## config.mk

```make
export PLATFORM = sky130hd
export DESIGN_NAME = id_ex_stage
export DESIGN_NICKNAME = d
export VERILOG_FILES = /design/src/rtl/id_ex_stage.sv
export SDC_FILE = /design/constraint.sdc
export NUM_CORES = 1
export LEC_CHECK = 0
export ABC_AREA = 1
export BUFFER_PORTS_ARGS = -buffer_cell sky130_fd_sc_hd__buf_2
export CAP_MARGIN = 40
export CELL_PAD_IN_SITES_DETAIL_PLACEMENT = 0
export CELL_PAD_IN_SITES_GLOBAL_PLACEMENT = 2
export CORE_MARGIN = 3
export CORE_UTILIZATION = 25
export DETAILED_ROUTE_END_ITERATION = 10
export GPL_TIMING_DRIVEN = 0
export PLACE_DENSITY_LB_ADDON = 0.08
export SETUP_SLACK_MARGIN = 0.15
export SLEW_MARGIN = 30
export SYNTH_ARGS = -nofsm -noshare
export SYNTH_HDL_FRONTEND = slang
export SYNTH_SLANG_ARGS = --single-unit
```

## constraint.sdc

```tcl
create_clock -name clk -period 2 [get_ports clk]
set_input_delay 0.2 -clock clk [delete_from_list [all_inputs] [get_ports clk]]
set_output_delay 0.2 -clock clk [all_outputs]
set_load 0.02 [all_outputs]
```

## src/rtl/id_ex_stage.sv

```systemverilog
// Decode stage and ID/EX pipeline register for a 5-stage RV32I core.
// Decodes IF/ID, reads/bypasses operands, builds immediates and control, and inserts load-use bubbles.
module id_ex_stage #(
  parameter int XLEN      = 32,
  parameter bit WB_BYPASS = 1'b1
) (
  input  logic            clk,
  input  logic            rst,
  input  logic            if_valid,
  input  logic [31:0]     if_instr,
  input  logic [XLEN-1:0] if_pc,
  output logic [4:0]      rf_rs1,
  output logic [4:0]      rf_rs2,
  input  logic [XLEN-1:0] rf_data1,
  input  logic [XLEN-1:0] rf_data2,
  input  logic            wb_regwrite,
  input  logic [4:0]      wb_rd,
  input  logic [XLEN-1:0] wb_data,
  input  logic            ex_flush,
  input  logic            ex_hold,
  output logic            id_stall,
  output logic            ex_valid,
  output logic [XLEN-1:0] ex_pc,
  output logic [XLEN-1:0] ex_op1,
  output logic [XLEN-1:0] ex_op2,
  output logic [XLEN-1:0] ex_imm,
  output logic [4:0]      ex_rd,
  output logic [4:0]      ex_rs1,
  output logic [4:0]      ex_rs2,
  output logic [2:0]      ex_funct3,
  output logic            ex_funct7b5,
  output logic            ex_regwrite,
  output logic            ex_memread,
  output logic            ex_memwrite,
  output logic            ex_memtoreg,
  output logic            ex_alusrc,
  output logic            ex_branch,
  output logic            ex_jal,
  output logic            ex_jalr,
  output logic            ex_lui,
  output logic            ex_auipc
);

  typedef struct packed {
    logic regwrite, memread, memwrite, memtoreg, alusrc;
    logic branch, jal, jalr, lui, auipc;
  } ctrl_t;

  localparam logic [6:0] OP_R = 7'b0110011, OP_I = 7'b0010011, OP_LOAD = 7'b0000011;
  localparam logic [6:0] OP_STORE = 7'b0100011, OP_BRANCH = 7'b1100011, OP_JAL = 7'b1101111;
  localparam logic [6:0] OP_JALR = 7'b1100111, OP_LUI = 7'b0110111, OP_AUIPC = 7'b0010111;

  logic [6:0]      opcode;
  logic [4:0]      dec_rd;
  ctrl_t           dec_ctrl;
  logic [31:0]     dec_imm;
  logic            use_rs1, use_rs2, lu;
  logic [31:0]     imm_i, imm_s, imm_b, imm_u, imm_j;
  logic [XLEN-1:0] opnd1, opnd2;

  logic            valid_q, valid_d;
  ctrl_t           ctrl_q, ctrl_d;
  logic [XLEN-1:0] pc_q, pc_d, op1_q, op1_d, op2_q, op2_d, imm_q, imm_d;
  logic [4:0]      rd_q, rd_d, rs1_q, rs1_d, rs2_q, rs2_d;
  logic [2:0]      f3_q, f3_d;
  logic            f7b5_q, f7b5_d;

  assign opcode = if_instr[6:0];
  assign dec_rd = if_instr[11:7];
  assign rf_rs1 = if_instr[19:15];
  assign rf_rs2 = if_instr[24:20];

  assign imm_i = {{20{if_instr[31]}}, if_instr[31:20]};
  assign imm_s = {{20{if_instr[31]}}, if_instr[31:25], if_instr[11:7]};
  assign imm_b = {{19{if_instr[31]}}, if_instr[31], if_instr[7], if_instr[30:25], if_instr[11:8], 1'b0};
  assign imm_u = {if_instr[31:12], 12'h000};
  assign imm_j = {{11{if_instr[31]}}, if_instr[31], if_instr[19:12], if_instr[20], if_instr[30:21], 1'b0};

  always_comb begin
    dec_ctrl = '0;
    dec_imm  = '0;
    use_rs1  = 1'b0;
    use_rs2  = 1'b0;
    unique case (opcode)
      OP_R:      begin dec_ctrl.regwrite = 1'b1; use_rs1 = 1'b1; use_rs2 = 1'b1; end
      OP_I:      begin dec_ctrl.regwrite = 1'b1; dec_ctrl.alusrc = 1'b1; dec_imm = imm_i; use_rs1 = 1'b1; end
      OP_LOAD:   begin
        dec_ctrl.regwrite = 1'b1; dec_ctrl.memread = 1'b1; dec_ctrl.memtoreg = 1'b1;
        dec_ctrl.alusrc = 1'b1; dec_imm = imm_i; use_rs1 = 1'b1;
      end
      OP_STORE:  begin
        dec_ctrl.memwrite = 1'b1; dec_ctrl.alusrc = 1'b1; dec_imm = imm_s; use_rs1 = 1'b1; use_rs2 = 1'b1;
      end
      OP_BRANCH: begin dec_ctrl.branch = 1'b1; dec_imm = imm_b; use_rs1 = 1'b1; use_rs2 = 1'b1; end
      OP_JAL:    begin dec_ctrl.regwrite = 1'b1; dec_ctrl.jal = 1'b1; dec_imm = imm_j; end
      OP_JALR:   begin
        dec_ctrl.regwrite = 1'b1; dec_ctrl.jalr = 1'b1; dec_ctrl.alusrc = 1'b1; dec_imm = imm_i; use_rs1 = 1'b1;
      end
      OP_LUI:    begin dec_ctrl.regwrite = 1'b1; dec_ctrl.lui = 1'b1; dec_imm = imm_u; end
      OP_AUIPC:  begin dec_ctrl.regwrite = 1'b1; dec_ctrl.auipc = 1'b1; dec_imm = imm_u; end
      default:   ;
    endcase
    if (dec_rd == 5'd0) dec_ctrl.regwrite = 1'b0;
  end

  // x0 reads as zero; a same-cycle WB write to the indexed register wins over the stale RF value.
  function automatic logic [XLEN-1:0] read_opnd(input logic [4:0] idx, input logic [XLEN-1:0] rfd,
                                                input logic we, input logic [4:0] wrd,
                                                input logic [XLEN-1:0] wdata);
    if (idx == 5'd0) return '0;
    if (WB_BYPASS && we && (wrd == idx)) return wdata;
    return rfd;
  endfunction

  assign opnd1 = read_opnd(rf_rs1, rf_data1, wb_regwrite, wb_rd, wb_data);
  assign opnd2 = read_opnd(rf_rs2, rf_data2, wb_regwrite, wb_rd, wb_data);

  assign lu = if_valid && valid_q && ctrl_q.memread && (rd_q != 5'd0) &&
              ((use_rs1 && (rd_q == rf_rs1)) || (use_rs2 && (rd_q == rf_rs2)));

  // Handshake: IF/ID offers if_valid every cycle; id_stall=1 means it was not taken and must be
  // re-presented unchanged. ex_hold freezes this stage; ex_flush kills the ID instruction and wins.
  assign id_stall = rst & ~ex_flush & (ex_hold | lu);

  always_comb begin
    valid_d = valid_q;  ctrl_d = ctrl_q;  pc_d = pc_q;  op1_d = op1_q;  op2_d = op2_q;
    imm_d   = imm_q;    rd_d   = rd_q;    rs1_d = rs1_q; rs2_d = rs2_q; f3_d = f3_q;  f7b5_d = f7b5_q;
    if (ex_flush || (!ex_hold && lu)) begin
      valid_d = 1'b0;
      ctrl_d  = '0;
    end else if (!ex_hold) begin
      valid_d = if_valid;
      ctrl_d  = if_valid ? dec_ctrl : '0;
      pc_d    = if_pc;
      op1_d   = opnd1;
      op2_d   = opnd2;
      imm_d   = dec_imm;
      rd_d    = dec_rd;
      rs1_d   = rf_rs1;
      rs2_d   = rf_rs2;
      f3_d    = if_instr[14:12];
      f7b5_d  = if_instr[30];
    end
  end

  always_ff @(posedge clk or negedge rst) begin
    if (!rst) begin
      valid_q <= 1'b0; ctrl_q <= '0; pc_q <= '0; op1_q <= '0; op2_q <= '0; imm_q <= '0;
      rd_q    <= '0;   rs1_q  <= '0; rs2_q <= '0; f3_q <= '0; f7b5_q <= 1'b0;
    end else begin
      valid_q <= valid_d; ctrl_q <= ctrl_d; pc_q <= pc_d; op1_q <= op1_d; op2_q <= op2_d; imm_q <= imm_d;
      rd_q    <= rd_d;    rs1_q  <= rs1_d;  rs2_q <= rs2_d; f3_q <= f3_d; f7b5_q <= f7b5_d;
    end
  end

  assign ex_valid    = valid_q;
  assign ex_pc       = pc_q;
  assign ex_op1      = op1_q;
  assign ex_op2      = op2_q;
  assign ex_imm      = imm_q;
  assign ex_rd       = rd_q;
  assign ex_rs1      = rs1_q;
  assign ex_rs2      = rs2_q;
  assign ex_funct3   = f3_q;
  assign ex_funct7b5 = f7b5_q;
  assign {ex_regwrite, ex_memread, ex_memwrite, ex_memtoreg, ex_alusrc,
          ex_branch, ex_jal, ex_jalr, ex_lui, ex_auipc} = ctrl_q;

endmodule

```

==> impl_metrics.py <==
metrics = {
    "status": {
        "outcome": "complete, but fails checks",
        "violations": "negative hold slack, negative setup slack",
    },
    "route": {
        "routed.top_layer": "met5",
        "vias_per_cell": 4.338,
        "wl_met1_um": 16160,
        "wirelength_um": 35930,
        "wl_met3_um": 2095,
        "antenna_left": 0,
        "vias": 9084,
        "met2_length_um": 17160,
        "wl_per_cell_um": 17.16,
        "drt_pass1_iterations": 5,
        "drtIter0Drc": 417,
        "drc": 0,
    },
    "logic_synthesis": {
        "yosys.area.top_type": "dfrtp_1",
        "yosys_warnings": 0,
        "synth_nets": 1401,
        "synth-main-ff-cell": "dfrtp_1",
        "ys_types": 21,
        "synth_common_cells": "nand2_1, nand3_1, dfrtp_1",
        "syn_inst": 1230,
        "seq_area_frac_synth_pct": 46.50,
        "yosysTopAreaCellShare_pct": 46.50,
        "synth.avg_cell_area_um2": 6.868,
        "synth_edf_count": 0,
        "ys_ff_latch": 157,
        "async_flop_share_pct": 100.0,
        "yosysMostFrequentCell": "nand2_1",
        "ys_top_cells_by_area": "dfrtp_1, nand2_1, nand3_1",
        "synth_area_um2": 8448,
    },
    "sta": {
        "maxSlewViolCount": 0,
        "tightest_slew_ns": 0.7307,
        "final.setup_skew_ns": 0.01477,
        "fin_crit_sh_pct": 105.9,
        "rsz0062_at_grt": "yes",
        "setup_viol": 1,
        "setup_slack_ns": -0.1176,
        "setup_tns_ns": -0.1176,
        "clock.fmax_mhz": 472.2,
        "relSlewSlack_pct": 51.29,
        "hold_slack_ns": -0.1267,
        "fin_crit_ns": 2.118,
        "hold_violations": 60,
    },
    "cts": {
        "cts.htree.levels": 4,
        "cts_sinks": 157,
        "ctsHoldBuffers": 41,
        "cts_tree": "yes",
        "clk_latency_ns": 0.45,
        "numCtsBuffers": 17,
        "clockBufferDepth": 2,
        "root_buffer": "clkbuf_16",
        "cts.clk_slew.worst_paths_ns": 0.06,
    },
    "placed_design": {
        "port_buffers": 337,
        "gp_congestion": 0.7867,
        "dp_hpwl_um": 27010,
        "place_area_um2": 10750,
        "dp_cells": 2011,
    },
    "final_layout": {
        "drive_gt1_share_pct": 27.33,
        "finalInstanceArea_um2": 11980,
        "syn_to_final_growth_pct": 41.80,
        "stdcell_count": 2094,
        "final_net_count": 1809,
    },
    "floorplan": {
        "rows": 66,
        "die_w_um": 189.8,
        "core_area_um2": 32950,
        "die_area_um2": 36030,
        "initial_core_util_pct": 25.64,
        "die_height_um": 189.8,
        "io_pins": 340,
    },
    "power": {
        "power_density_nw_per_um2": 754.0,
        "ir_drop_mv": 0.6191,
        "power_leakage_uw": 0.007377,
    },
    "global_routing": {
        "grt_overflow": 0,
        "grt_use_total_pct": 19.91,
        "grt_pass1_vias": 9149,
        "grt_max_degree": 69,
        "antenna_found_initial": 3,
        "grt_pass1_wl_um": 54860,
    },
    "critical_path": {
        "critPathRequiredTime_ns": 1.80,
        "cpPeakStageDelay_ns": 0.44,
        "critPathKind": "flop to primary output",
        "crit_path_start_kind": "flop",
        "cp_max_fo": 4,
        "reg2reg_slack_ns": 0.10,
        "worstPathCellList": "inv_2, nand2_1, a21oi_2, nand3_1, nand2_2, nand2_4, buf_8, nand2_2, nand2_1, nor2_1, buf_4",
        "r2r-start": "ex_rd[2]",
        "reg2reg_to": "ex_op1[9]",
        "cp.arrival_ns": 1.92,
        "cp-end-kind": "primary output",
        "rr_worst_depth": 9,
        "cpMaxStageDelayCell": "dfrtp_2",
    },
    "flow_run": {
        "cap_viol_max_count": 0,
    },
    "hold_path": {
        "worstHoldPathType": "primary input to async pin",
    },
}
==> repair_timing <==
item | in CTS | in global routing
endpoints found under the setup margin | 158 | 158
hold endpoints to repair | 126 | 60
buffers inserted | 6 | 2
gates resized for setup | 24 | 21
gates cloned | 1 | 0
pin swaps | 5 | 2
==> worst max-delay path: cells and delay by family (launching register included) <==
family | cells | cell delay, ns
and+or+nand+nor | 7 | 0.53
buffers and inverters | 3 | 0.37
AOI/OAI and AO/OA | 1 | 0.13
DFF | 1 | 0.44
==> stage by stage <==
step	total power (uW)	setup slack [ns]	util [%]
after floorplan	4795	0.2582	-
after global placement	5704	-2.171	32.44
after detailed placement	5726	-0.3123	32.63
after CTS	9174	-0.1374	36.14
after global routing	9545	-0.2504	36.36
final	9032	-0.1176	36.36
==> flip-flops by register name, indices dropped and copies added, names as in the netlist, 3 cells and up <==
signal     count
ex_imm        32
ex_rs1         5
ex_funct3      3
ex_pc         32
ex_op2        32
ex_op1        32
ex_rd          5
ex_rs2         5
==> metal layers <==
layer | up-vias | track usage, %
met5 | - | 0
met4 | 2 | 4.919
met2 | 272 | 33.09
li1 | 4603 | -
met3 | 29 | 4.662
met1 | 4178 | 26.21
==> power by group <==
part / total, uW / switching, uW / internal [uW]
registers: 3700 / 193 / 3500
clock network: 3270 / 1420 / 1850
logic: 2070 / 1310 / 763
==> cell usage in the layout, fill, tap and decap left out, types with 17 or more instances in the layout <==
| cell type | n |
|---|---|
| nand2_1 | 525 |
| buf_2 | 355 |
| nand3_1 | 163 |
| nor2_1 | 156 |
| dfrtp_1 | 152 |
| inv_1 | 86 |
| dlygate4sd3_1 | 37 |
| clkbuf_1 | 36 |
| buf_4 | 24 |
| nand4_1 | 20 |
| clkbuf_16 | 17 |
==> layout make-up <==
type / instances / area, um2
clock buffer: 23 / 447.9
inverter: 93 / 349.1
antenna: 2 / 5.005
sequential: 157 / 3935
tap: 442 / 553.0
timing repair buffer: 389 / 2292
multi-input combinational: 895 / 3714
clock inverter: 8 / 112.6
fill: 3701 / 20970
buffer: 85 / 570.5
==> how the worst max path moves through the flow <==
stage                           start          to  slack, ns
after global routing         ex_rd[3]    id_stall      -0.25
final                        ex_rd[1]    id_stall      -0.12
after CTS                    ex_rd[1]    id_stall      -0.14
after global placement            rst   ex_pc[16]      -2.17
after floorplan              ex_rd[3]    id_stall       0.26
after detailed placement  if_instr[2]  ex_op2[27]      -0.31
==> cells by family after synthesis <==
kind of cell	Yosys count	synth area share, %
and+or+nand+nor	879	42.37
buffers and inverters	178	9.864
DFF	157	46.50
AOI/OAI and AO/OA	9	0.5331
xor gates and xnor gates	7	0.7257
Note: power is estimated with default switching activity, not from simulation.
